File: config.mk
export PLATFORM = sky130hd
export DESIGN_NAME = addsub_ovf_pipe
export DESIGN_NICKNAME = d
export VERILOG_FILES = /design/src/rtl/addsub_pkg.sv /design/src/rtl/addsub_ovf_core.sv /design/src/rtl/addsub_ovf_pipe.sv
export SDC_FILE = /design/constraint.sdc
export NUM_CORES = 1
export LEC_CHECK = 0
export BUFFER_PORTS_ARGS = -buffer_cell sky130_fd_sc_hd__buf_2
export CORE_ASPECT_RATIO = 0.8
export CORE_UTILIZATION = 25
export CTS_CLUSTER_DIAMETER = 200
export DETAILED_ROUTE_END_ITERATION = 10
export PLACE_DENSITY = 0.48
export SLEW_MARGIN = 15
export SYNTH_ARGS = -nofsm -noshare
export SYNTH_HDL_FRONTEND = slang
export SYNTH_SLANG_ARGS = --single-unit
File: constraint.sdc
create_clock -name clock -period 2.4 [get_ports clock]
set_input_delay 0.12 -clock clock [delete_from_list [all_inputs] [get_ports clock]]
set_output_delay 0.12 -clock clock [all_outputs]
set_load 0.05 [all_outputs]
File: src/rtl/addsub_pkg.sv
// ----------------------------------------------------------------------------
// addsub_pkg
// Shared definitions for the pipelined add/subtract unit:
//   - bit positions inside the 3-bit mode vector {op_sub, op_unsigned, op_sat}
//   - saturation limit helpers (signed max/min for a given width)
//   - per-operation status flag struct carried down the pipeline
// ----------------------------------------------------------------------------
package addsub_pkg;

    localparam int MODE_W   = 3;
    localparam int MODE_SUB = 2;
    localparam int MODE_UNS = 1;
    localparam int MODE_SAT = 0;

    // Widest operand the helpers below must cover.
    localparam int MAX_WIDTH = 64;

    // Largest two's-complement value of the given width: 0111..1
    function automatic logic [MAX_WIDTH-1:0] sat_max(input int width);
        return (MAX_WIDTH'(1) << (width - 1)) - MAX_WIDTH'(1);
    endfunction

    // Most negative two's-complement value of the given width: 1000..0
    function automatic logic [MAX_WIDTH-1:0] sat_min(input int width);
        return MAX_WIDTH'(1) << (width - 1);
    endfunction

    // Status that travels with each result.
    typedef struct packed {
        logic overflow;
        logic carry_out;
        logic zero;
    } addsub_flags_t;

endpackage

File: src/rtl/addsub_ovf_core.sv
// ----------------------------------------------------------------------------
// addsub_ovf_core
// Combinational add/subtract with signed/unsigned overflow detection and
// optional saturation. One operation per evaluation, no state.
// Ports:
//   operand_a, operand_b : WIDTH-bit operands
//   mode                 : {op_sub, op_unsigned, op_sat} (see addsub_pkg)
//   result               : wrapped or saturated result
//   flags                : raw overflow, raw adder carry, zero (post-saturation)
// ----------------------------------------------------------------------------
module addsub_ovf_core
    import addsub_pkg::*;
#(
    parameter int WIDTH  = 32,
    parameter int SAT_EN = 1
) (
    input  logic [WIDTH-1:0]  operand_a,
    input  logic [WIDTH-1:0]  operand_b,
    input  logic [MODE_W-1:0] mode,
    output logic [WIDTH-1:0]  result,
    output addsub_flags_t     flags
);

    localparam logic [WIDTH-1:0] SAT_MAX = WIDTH'(sat_max(WIDTH));
    localparam logic [WIDTH-1:0] SAT_MIN = WIDTH'(sat_min(WIDTH));

    logic             is_sub;
    logic             is_uns;
    logic [WIDTH-1:0] b_eff;
    logic [WIDTH-1:0] sum;
    logic             carry;
    logic             ovf;
    logic             sat_req;

    always_comb begin
        is_sub = mode[MODE_SUB];
        is_uns = mode[MODE_UNS];

        // Subtraction is a + ~b + 1, so the carry-in is the subtract flag.
        b_eff        = is_sub ? ~operand_b : operand_b;
        {carry, sum} = {1'b0, operand_a} + {1'b0, b_eff} + {{WIDTH{1'b0}}, is_sub};

        if (is_uns) begin
            // Unsigned subtract overflows when the adder does NOT carry (borrow).
            ovf = is_sub ? ~carry : carry;
        end else begin
            // Testing against b_eff rather than b also catches a - MIN.
            ovf = (operand_a[WIDTH-1] == b_eff[WIDTH-1]) &&
                  (sum[WIDTH-1] != operand_a[WIDTH-1]);
        end

        sat_req = (SAT_EN != 0) && mode[MODE_SAT] && ovf;

        result = sum;
        if (sat_req) begin
            if (is_uns) begin
                result = is_sub ? '0 : '1;
            end else begin
                // Signed overflow always goes in the direction of a's sign.
                result = operand_a[WIDTH-1] ? SAT_MIN : SAT_MAX;
            end
        end

        flags.overflow  = ovf;
        flags.carry_out = carry;
        flags.zero      = (result == '0);
    end

endmodule

File: src/rtl/addsub_ovf_pipe.sv
// ----------------------------------------------------------------------------
// addsub_ovf_pipe
// Pipelined add/subtract unit with valid/ready handshake and sticky overflow.
// Stage 1 computes everything via addsub_ovf_core; further stages only delay.
// A stall at the output freezes every stage, so bubbles are kept in place.
// Ports:
//   clock, reset_n           : rising-edge clock, async active-low reset
//   in_valid / in_ready      : input handshake
//   operand_a, operand_b     : operands (sampled on accept)
//   op_sub, op_unsigned,
//   op_sat                   : operation mode (sampled on accept)
//   out_valid / out_ready    : output handshake
//   result, overflow,
//   carry_out, zero          : result and flags of the head operation
//   clear_sticky, sticky_ovf : sticky overflow status and its clear
// ----------------------------------------------------------------------------
module addsub_ovf_pipe
    import addsub_pkg::*;
#(
    parameter int WIDTH  = 32,
    parameter int STAGES = 1,
    parameter int SAT_EN = 1
) (
    input  logic             clock,
    input  logic             reset_n,
    input  logic             in_valid,
    output logic             in_ready,
    input  logic [WIDTH-1:0] operand_a,
    input  logic [WIDTH-1:0] operand_b,
    input  logic             op_sub,
    input  logic             op_unsigned,
    input  logic             op_sat,
    output logic             out_valid,
    input  logic             out_ready,
    output logic [WIDTH-1:0] result,
    output logic             overflow,
    output logic             carry_out,
    output logic             zero,
    input  logic             clear_sticky,
    output logic             sticky_ovf
);

    typedef struct packed {
        logic [WIDTH-1:0] result;
        addsub_flags_t    flags;
    } payload_t;

    logic [MODE_W-1:0] mode_bits;
    payload_t          core_out;
    logic              stall;
    logic              head_valid;
    payload_t          head_data;
    logic              sticky_reg;
    logic              sticky_next;

    always_comb begin
        mode_bits           = '0;
        mode_bits[MODE_SUB] = op_sub;
        mode_bits[MODE_UNS] = op_unsigned;
        mode_bits[MODE_SAT] = op_sat;
    end

    addsub_ovf_core #(
        .WIDTH  (WIDTH),
        .SAT_EN (SAT_EN)
    ) u_core (
        .operand_a (operand_a),
        .operand_b (operand_b),
        .mode      (mode_bits),
        .result    (core_out.result),
        .flags     (core_out.flags)
    );

    assign stall    = head_valid && !out_ready;
    assign in_ready = !stall;

    genvar gi;
    generate
        for (gi = 0; gi < STAGES; gi++) begin : g_stage
            logic     valid_reg;
            payload_t data_reg;
            logic     valid_in;
            payload_t data_in;

            if (gi == 0) begin : g_first
                // in_ready is 1 whenever this stage may load, so in_valid is the accept.
                assign valid_in = in_valid;
                assign data_in  = core_out;
            end else begin : g_delay
                assign valid_in = g_stage[gi-1].valid_reg;
                assign data_in  = g_stage[gi-1].data_reg;
            end

            always_ff @(posedge clock or negedge reset_n) begin
                if (!reset_n) begin
                    valid_reg <= 1'b0;
                    data_reg  <= '0;
                end else if (!stall) begin
                    valid_reg <= valid_in;
                    // Bubbles leave the payload untouched; only valid moves.
                    if (valid_in) begin
                        data_reg <= data_in;
                    end
                end
            end
        end
    endgenerate

    assign head_valid = g_stage[STAGES-1].valid_reg;
    assign head_data  = g_stage[STAGES-1].data_reg;

    assign out_valid = head_valid;
    assign result    = head_data.result;
    assign overflow  = head_data.flags.overflow;
    assign carry_out = head_data.flags.carry_out;
    assign zero      = head_data.flags.zero;

    // A new overflow event takes priority over a clear on the same edge.
    always_comb begin
        sticky_next = sticky_reg;
        if (head_valid && out_ready && head_data.flags.overflow) begin
            sticky_next = 1'b1;
        end else if (clear_sticky) begin
            sticky_next = 1'b0;
        end
    end

    always_ff @(posedge clock or negedge reset_n) begin
        if (!reset_n) begin
            sticky_reg <= 1'b0;
        end else begin
            sticky_reg <= sticky_next;
        end
    end

    assign sticky_ovf = sticky_reg;

endmodule

==> results.yml <==
outcome:
  status: "finished with violations"
  violations: "design-rule violations, negative setup slack"
grt:
  antenna_found_initial: 1
  overflow: 0
  grt_pass1_vias: 4553
  grtUsageTotal_pct: 18.79
  grt_pass1_wl_um: 23100
  grt_max_degree: 38
floorplan:
  die-area_sq_um: 15400
  initial_core_util_pct: 25.89
  die_x_um: 138.5
  ios: 110
  die_h_um: 111.2
  coreArea_sq_um: 14400
  core.rowCount: 39
power_and_ir_drop:
  power.density_nw_per_um2: 717.5
  ir_worst_vdd_mv: 0.3212
  power.leakage_nw: 3.190
min_path:
  hold_path_depth: 2
  min_path_type: "in -> reg"
  min_to: "sticky_ovf"
  hold_start: "clear_sticky"
timing:
  maxSlewHeadroom_pct: 42.63
  fmax_ghz: 0.2832
  hold_ws_ns: 0.01345
  fin_crit_sh_pct: 147.1
  tightest_slew_ns: 0.8606
  finalCriticalPeriod_ns: 3.531
  setup_tns_ns: -25.89
  rsz0062_at_grt: "true"
  setup_viol: 34
  skew_ns: 0.005387
  drv_slew: 0
  finalHoldViolations: 0
  fin_ws_ns: -1.131
clock_tree:
  cts_tree: "built"
  root_buffer: "clkbuf_16"
  numCtsBuffers: 5
  cts.sinks: 37
  h-tree-depth: 2
  clock_latency_ns: 0.29
  path_clk_slew_ns: 0.06
  clock_path_buffers: 2
synthesis:
  synth_top_flop_cell: "dfrtp_1"
  ys_types: 53
  syn_area_sq_um: 3727
  ys.warnings.count: 0
  syn-num-nets: 579
  syn_area_per_cell_sq_um: 7.847
  synthArstFlopShare_pct: 100.0
  syn_inst: 475
  synth_edf_count: 0
  synth-seq-cells: 37
  yosysSeqAreaShare_pct: 24.84
worst_setup_path:
  cp_top_family: "simple AND/OR/NAND/NOR gates"
  end_kind: "flip-flop"
  crit_path_start_kind: "input pin"
  required_ns: 2.62
  critPathMaxStageDelay_ns: 0.51
  path_buf_inv: 3
  rr_worst_depth: 5
  reg2reg_to: "result[25]"
  crit_fanout: 2
  arrival_ns: 3.76
  r2r-start: "out_valid"
  path_cells: "buf_8 -> mux2i_4 -> inv_2 -> fa_2 -> buf_4 -> xor2_1 -> or4_1 -> nor4b_2 -> or4b_4 -> or4_1 -> or4b_4 -> o41ai_4 -> a41o_1"
  setup.worst_path.class: "in -> reg"
  rrSetupSlack_ns: 0.91
  critical_path.slowest_cell: "or4b_4"
routing:
  wl_per_cell_um: 15.41
  num_vias: 4436
  drc_errors: 20
  drt-pass1-iter-count: 8
  routed_wl_um: 14360
  via_per_inst: 4.760
  ant_nets: 0
  first_iter_violations: 273
placed_design:
  placed_area_sq_um: 5613
  portBuffers: 109
  post-place-cells: 888
  gp_congestion: 0.8805
  hpwl_um: 10760
flow_run:
  cap_violations: 0
final_layout:
  final_common_cell: "buf_4"
  finalNetCount: 851
  multi_input_area_sq_um: 3221
  antenna_cells: 0
  most-common-layout-cells: "buf_4 (148), buf_2 (106), nand2_1 (59)"
  area_delta_synth_final_pct: 82.65
  final_cell_area_sq_um: 6808
  seqCellArea_sq_um: 925.9
  stdcell_count: 932
  layout-drive-gt1-share_pct: 52.14
  fill_cells: 1394
## kinds of logic after synthesis
| logic type | count (synthesis) | synth area share (%) |
|---|---|---|
| AO/OA/AOI/OAI | 181 | 29.64 |
| XOR/XNOR | 59 | 13.86 |
| adder cells (fa/ha/maj) | 32 | 10.94 |
| buffers and inverters | 35 | 3.726 |
| flip-flops | 37 | 24.84 |
| multiplexers | 4 | 1.477 |
| AND/OR/NAND/NOR | 127 | 15.51 |
## routing by layer
layer	track usage [%]	up-vias	wire, um
met5	0	-	8
met4	1.873	2	63
met3	3.326	9	637
met2	32.35	98	6824
met1	25.18	2056	6827
li1	-	2271	-
## metrics by stage
stage	worst slack, ns	total power [W]	utilization (%)
2_1_floorplan	-1.309	0.002574	-
3_3_place_gp	-1.376	0.003691	38.99
3_5_place_dp	-1.486	0.003712	38.99
4_1_cts	-1.102	0.004790	46.01
5_1_grt	-1.301	0.005183	47.29
6_report	-1.131	0.004885	47.29
## power breakdown
group / switching, W / internal [W]
registers: 0.000119 / 0.000800
clock network: 0.000265 / 0.000385
logic: 0.00189 / 0.00142
total: 0.00228 / 0.00261
## worst max-delay path by stage
| stage | startpoint | end | slack [ns] | cells past startpoint |
|---|---|---|---|---|
| after floorplan | op_sub | zero | -1.31 | 14 |
| final | operand_b[0] | zero | -1.13 | 13 |
| after global routing | operand_b[0] | zero | -1.30 | 14 |
| after global placement | op_sub | zero | -1.38 | 14 |
| after CTS | op_sub | zero | -1.10 | 13 |
| after detailed placement | operand_b[0] | zero | -1.49 | 14 |
## cell type report
| cell class | instances | share of cell area (%) |
|---|---|---|
| inverter | 11 | 0.6065 |
| multi-input combinational | 403 | 47.31 |
| clock inverter | 2 | 0.2205 |
| tap | 184 | 3.382 |
| timing repair buffer | 289 | 32.99 |
| clock buffer | 6 | 1.893 |
| sequential | 37 | 13.60 |
## cell usage after synthesis, types with 2 or more instances
master,count,area share [%]
mux2_2,2,0.60
xnor2_1,17,4.0
o21ai_0,51,6.8
o41ai_2,2,0.87
nor3_1,3,0.40
nor2b_1,4,0.67
nand2b_1,6,1.0
xor2_1,42,9.9
o31a_1,2,0.47
nand3_1,15,2.0
dfrtp_1,37,25
o211ai_1,5,1.0
a31oi_1,6,1.0
a21o_1,10,2.0
o311ai_0,2,0.47
nand4_1,3,0.50
ha_1,31,10
nand2_1,65,6.5
a21oi_1,66,8.9
a41oi_1,2,0.47
o2111ai_1,3,0.71
o21ai_1,2,0.27
or4b_1,2,0.54
or2_2,2,0.34
o21bai_1,2,0.40
clkbuf_1,23,2.3
and3_1,2,0.34
nor2_1,18,1.8
o31ai_1,5,1.0
or4_1,3,0.60
inv_1,11,1.1
and2_1,2,0.34
a2111oi_0,2,0.47
a211oi_1,4,0.81
o21a_1,5,1.0
## flip-flops by register name, indices dropped and copies added (netlist names)
name	flops
sticky_ovf	1
result	32
out_valid	1
overflow	1
zero	1
carry_out	1
## repair_timing
item,CTS,global route
pin swaps,33,39
cloned,7,1
hold endpoints to repair,37,0
hold buffers,1,0
setup endpoints to repair,35,35
resized for setup,111,33
setup buffers,26,10
No activity file was read; power rests on OpenSTA's default activity.
